==> src/rtl/decode_queue_pkg.sv <==
// Shared types and helpers for the decode instruction queue.
package decode_queue_pkg;

  localparam int unsigned IQ_PC_WIDTH = 32;
  localparam int unsigned PC_STEP     = 4;

  typedef struct packed {
    logic [31:0]            inst;
    logic [IQ_PC_WIDTH-1:0] pc;
  } iq_entry_t;

  function automatic int unsigned popcount(input logic [31:0] v);
    int unsigned n;
    n = 0;
    for (int i = 0; i < 32; i++) begin
      n += {31'b0, v[i]};
    end
    return n;
  endfunction

endpackage

==> src/rtl/enq_lane_compactor.sv <==
// Packs the set fetch lanes into consecutive slots (ascending lane order), each
// carrying its own lane PC, and reports how many lanes were set.
module enq_lane_compactor
  import decode_queue_pkg::*;
#(
  parameter int unsigned FETCH_WIDTH     = 2,
  parameter int unsigned INST_ADDR_WIDTH = 32
) (
  input  logic [FETCH_WIDTH-1:0]                enq_valid,
  input  logic [FETCH_WIDTH-1:0][31:0]          enq_inst,
  input  logic [INST_ADDR_WIDTH-1:0]            enq_pc,
  output iq_entry_t [FETCH_WIDTH-1:0]           entries,
  output logic [$clog2(FETCH_WIDTH+1)-1:0]      n_enq
);

  localparam int unsigned NEnqW = $clog2(FETCH_WIDTH + 1);

  iq_entry_t [FETCH_WIDTH-1:0] lane_entry;

  // PCs are attached per lane before packing so a gap never shifts a PC.
  always_comb begin
    for (int unsigned i = 0; i < FETCH_WIDTH; i++) begin
      lane_entry[i].inst = enq_inst[i];
      lane_entry[i].pc   = IQ_PC_WIDTH'(enq_pc + INST_ADDR_WIDTH'(PC_STEP * i));
    end
  end

  always_comb begin
    entries = '0;
    for (int unsigned k = 0; k < FETCH_WIDTH; k++) begin
      for (int unsigned i = 0; i < FETCH_WIDTH; i++) begin
        if (enq_valid[i] &&
            popcount(32'(enq_valid & FETCH_WIDTH'((32'd1 << i) - 32'd1))) == k) begin
          entries[k] = lane_entry[i];
        end
      end
    end
  end

  assign n_enq = NEnqW'(popcount(32'(enq_valid)));

endmodule

==> src/rtl/decode_inst_queue.sv <==
// Multi-lane circular instruction queue between fetch and decode/rename with
// first-word-fall-through head lanes, flush, and a sticky protocol error flag.
module decode_inst_queue
  import decode_queue_pkg::*;
#(
  parameter int unsigned FETCH_WIDTH     = 2,
  parameter int unsigned DEQ_WIDTH       = 2,
  parameter int unsigned DEPTH           = 8,
  parameter int unsigned INST_ADDR_WIDTH = 32
) (
  input  logic                                   clk,
  input  logic                                   reset,
  input  logic                                   flush,
  input  logic [FETCH_WIDTH-1:0]                 enq_valid,
  input  logic [FETCH_WIDTH-1:0][31:0]           enq_inst,
  input  logic [INST_ADDR_WIDTH-1:0]             enq_pc,
  output logic                                   enq_ready,
  output logic [DEQ_WIDTH-1:0]                   deq_valid,
  output logic [DEQ_WIDTH-1:0][31:0]             deq_inst,
  output logic [DEQ_WIDTH-1:0][INST_ADDR_WIDTH-1:0] deq_pc,
  input  logic [$clog2(DEQ_WIDTH+1)-1:0]         deq_accept_cnt,
  output logic [$clog2(DEPTH+1)-1:0]             count,
  output logic                                   err
);

  localparam int unsigned PtrW  = $clog2(DEPTH);
  localparam int unsigned CntW  = $clog2(DEPTH + 1);
  localparam int unsigned NEnqW = $clog2(FETCH_WIDTH + 1);

  logic [PtrW-1:0]  head_q, head_d, tail_q, tail_d;
  logic [CntW-1:0]  count_q, count_d;
  logic             err_q, err_d;
  iq_entry_t        mem_q [DEPTH];

  iq_entry_t [FETCH_WIDTH-1:0] comp_entries;
  logic [NEnqW-1:0]            n_enq;
  logic [CntW-1:0]             n_enq_c, n_deq, accept_c;
  logic                        any_valid, enq_fire, enq_drop, deq_under;

  enq_lane_compactor #(
    .FETCH_WIDTH     (FETCH_WIDTH),
    .INST_ADDR_WIDTH (INST_ADDR_WIDTH)
  ) u_compactor (
    .enq_valid (enq_valid),
    .enq_inst  (enq_inst),
    .enq_pc    (enq_pc),
    .entries   (comp_entries),
    .n_enq     (n_enq)
  );

  // Ready looks only at the registered count so deq_accept_cnt stays off this path.
  assign enq_ready = (count_q <= CntW'(DEPTH - FETCH_WIDTH));

  always_comb begin
    any_valid = |enq_valid;
    accept_c  = CntW'(deq_accept_cnt);
    enq_fire  = !flush && enq_ready && any_valid;
    enq_drop  = !flush && !enq_ready && any_valid;
    deq_under = !flush && (accept_c > count_q);
    n_enq_c   = enq_fire ? CntW'(n_enq) : '0;
    n_deq     = flush ? '0 : (deq_under ? count_q : accept_c);
  end

  always_comb begin
    head_d  = head_q + PtrW'(n_deq);
    tail_d  = tail_q + PtrW'(n_enq_c);
    count_d = count_q + n_enq_c - n_deq;
    err_d   = err_q | enq_drop | deq_under;
    if (flush) begin
      head_d  = '0;
      tail_d  = '0;
      count_d = '0;
    end
  end

  always_ff @(posedge clk) begin
    if (reset) begin
      head_q  <= '0;
      tail_q  <= '0;
      count_q <= '0;
      err_q   <= 1'b0;
      for (int unsigned i = 0; i < DEPTH; i++) begin
        mem_q[i] <= '0;
      end
    end else begin
      head_q  <= head_d;
      tail_q  <= tail_d;
      count_q <= count_d;
      err_q   <= err_d;
      if (enq_fire) begin
        for (int unsigned k = 0; k < FETCH_WIDTH; k++) begin
          if (k < 32'(n_enq)) begin
            mem_q[tail_q + PtrW'(k)] <= comp_entries[k];
          end
        end
      end
    end
  end

  always_comb begin
    for (int unsigned j = 0; j < DEQ_WIDTH; j++) begin
      deq_valid[j] = (count_q > CntW'(j));
      deq_inst[j]  = mem_q[head_q + PtrW'(j)].inst;
      deq_pc[j]    = INST_ADDR_WIDTH'(mem_q[head_q + PtrW'(j)].pc);
    end
  end

  assign count = count_q;
  assign err   = err_q;

endmodule

==> config.mk <==
export PLATFORM = sky130hd
export DESIGN_NAME = decode_inst_queue
export DESIGN_NICKNAME = d
export VERILOG_FILES = /design/src/rtl/decode_queue_pkg.sv /design/src/rtl/enq_lane_compactor.sv /design/src/rtl/decode_inst_queue.sv
export SDC_FILE = /design/constraint.sdc
export NUM_CORES = 1
export LEC_CHECK = 0
export BUFFER_PORTS_ARGS = -buffer_cell sky130_fd_sc_hd__buf_2
export CAP_MARGIN = 20
export CELL_PAD_IN_SITES_DETAIL_PLACEMENT = 1
export CELL_PAD_IN_SITES_GLOBAL_PLACEMENT = 2
export CORE_MARGIN = 3
export CORE_UTILIZATION = 42
export CTS_CLUSTER_DIAMETER = 80
export DETAILED_ROUTE_END_ITERATION = 8
export PLACE_DENSITY_LB_ADDON = 0.1
export SLEW_MARGIN = 20
export SYNTH_ARGS = -nofsm -noshare
export SYNTH_HDL_FRONTEND = slang
export SYNTH_SLANG_ARGS = --single-unit
==> constraint.sdc <==
create_clock -name clk -period 5.3 [get_ports clk]
set_input_delay 1.06 -clock clk [delete_from_list [all_inputs] [get_ports clk]]
set_output_delay 1.06 -clock clk [all_outputs]
set_load 0.01 [all_outputs]
==> flow_summary.json <==
{
  "die_area_um2": 76800,
  "drc": 0,
  "ctsHoldBuffers": 0,
  "wl_per_cell_um": 32.1,
  "synthAdderAreaFrac": 0.00949,
  "htreeDepth": 2,
  "grt_pass1_vias": 25411,
  "tns_ns": 0,
  "post-route-period-util": 0.823,
  "path_class": "reg2out",
  "p_leak_nw": 11.6,
  "cts-resized-gates": 0,
  "required_ns": 4.24,
  "muxShareOfSynthArea": 0.236,
  "row_count": 98,
  "pre_cts_slack_ns": 1.09,
  "critical_path_arrival_ns": 3.30,
  "clk_pin_slew_ns": 0.07,
  "synth-xor-area-share": 0.00710,
  "endpoint_kind": "output pin",
  "synth_edf_count": 512,
  "ys_seq_elements": 523,
  "gp_congestion": 0.879,
  "core_area_um2": 72100,
  "vias_per_cell": 6.64,
  "avgSynthCellArea_um2": 12.4,
  "async_reset_ff_frac": 0,
  "synth_most_common_cell": "edfxtp_1",
  "ios": 239,
  "antenna_found_initial": 6,
  "timing.hold.ws_ns": 0.590,
  "setup_viol_count_final": 0,
  "yosysTopAreaCell": "edfxtp_1",
  "clock-sinks": 523,
  "port_buffers": 238,
  "status": "finished clean",
  "finalCriticalPeriod_ns": 4.36,
  "die_h_um": 277,
  "num-nets-final": 2733,
  "cts_tree": "yes",
  "synth.distinct_cells": 59,
  "rsz0062_at_grt": "false",
  "ys_seq_area_frac": 0.505,
  "holdCritPathClass": "reg2reg",
  "nFillCells": 7388,
  "grt_overflow": 0,
  "post-route-util": 0.486,
  "synth_nets": 2619,
  "hold_viol": 0,
  "clock_path_buffers": 3,
  "drive_gt1_frac": 0.308,
  "finalClockSkew_ns": 0.0134,
  "ant_nets": 0,
  "drv_cap": 0,
  "synth_top_family_by_area": "multiplexers",
  "post_cts_buffers": 0,
  "vias": 23930,
  "dr.pass1.iters": 5,
  "start_kind": "flip-flop",
  "worst_slack_ns": 0.939,
  "cp_max_fo": 30,
  "synthCells": 2495,
  "start_util": 0.428,
  "root_buffer": "clkbuf_16",
  "numPlacedInstances": 3495,
  "grt_start_max_net_pins": 97,
  "slew_headroom": 0.296,
  "synth_compound_area_frac": 0.121,
  "grt_usage": 0.297,
  "yosys.area_share.simple": 0.0865,
  "syn_to_final_growth_pct": 13.6,
  "hpwl_um": 70600,
  "grt_pass1_wl_um": 171000,
  "tightestPinTransition_ns": 1.06,
  "stdcell_count": 3604,
  "netlist_top_cells_count": "edfxtp_1, nand2_1, o21ai_0",
  "synth.top_cell.area_share": 0.498,
  "synth_ff_type": "edfxtp_1",
  "synth_area_leaders": "edfxtp_1, mux4_2, nand2_1",
  "slew_viol_final": 0,
  "syn_area_um2": 30900,
  "pwr_density_cell_nw_per_um2": 307,
  "ys_warn_count": 0,
  "fmax_mhz": 229,
  "numCtsBuffers": 60,
  "drt_iter0_drc": 2324,
  "wirelength_um": 116000,
  "vdd_ir_drop_max_mv": 0.245,
  "clk-insertion-delay-late_ns": 0.64,
  "chipWidth_um": 277
}
stage by stage:
step                total power [mW]  instance area, µm²
global placement                6.66               33100
finish                          10.8               35000
floorplan                       6.02               30900
global route                    11.1               35000
CTS                             10.8               35000
detailed placement              6.71               33100
cell usage in the layout (no fill, tap or decap), types with 32 or more instances in the layout:
cell type  synthesis  layout
edfxtp_1         512     512
a22oi_1           32      32
mux2_2           128     128
nand2_1          403     388
clkbuf_16          0      62
o22ai_1          136     136
o21ai_0          292     292
mux4_2           256     256
a31oi_1           73      73
a21oi_1           92      91
buf_4              1      51
nor2_1            49      39
buf_2             11     238
sequential cells by signal (all words and copies together) (netlist names):
register,count
err,1
tail_q,3
head_q,3
mem_q,512
count,4
metal layers:
layer	up-vias	part of all wire	GRT usage
li1	10064	-	-
met3	245	0.073	0.0497
met4	4	0.031	0.0896
met2	1102	0.50	0.515
met1	12515	0.39	0.384
met5	-	0.00020	0
path summary, 6_finish.rpt:
path | start | end | slack [ns] | cells past startpoint
worst max-delay path | head_q[1] | deq_pc[48] | 0.94 | 5
worst min-delay path | err | err | 0.59 | 2
worst max register to register | count[1] | count[3] | 1.96 | 13
worst min register to register | err | err | 0.59 | 2
final cells by class:
type | count | area [µm²] | area share
Timing Repair Buffer | 303 | 1860 | 0.0530
Clock buffer | 74 | 1600 | 0.0456
Tap cell | 950 | 1190 | 0.0339
Antenna cell | 2 | 5.00 | 0.000143
Sequential cell | 523 | 15600 | 0.445
Clock inverter | 31 | 302 | 0.00860
Multi-Input combinational cell | 1694 | 14400 | 0.411
Inverter | 27 | 101 | 0.00289
worst max-delay path, stage by stage, from the launching register on:
cell     delay [ns]
dfxtp_4        0.67
ha_4           0.61
buf_4          0.51
mux4_2         0.42
mux2_2         0.29
buf_2          0.14
logic make-up (layout without fill, tap and decap cells):
logic type	after synthesis	in the layout
AO/OA/AOI/OAI	655	655
AND/OR/NAND/NOR	602	602
flip-flops	523	523
multiplexers	391	391
buffers and inverters	278	435
XOR/XNOR	25	25
adder cells (fa/ha/maj)	21	21
other	0	2
report_power, final:
| group | internal, mW | switching, mW | total, mW |
|---|---|---|---|
| clock | 2.40 | 1.75 | 4.15 |
| sequential | 4.76 | 0.135 | 4.90 |
| combinational | 0.733 | 0.995 | 1.73 |
(Power assumes the default switching activity.)
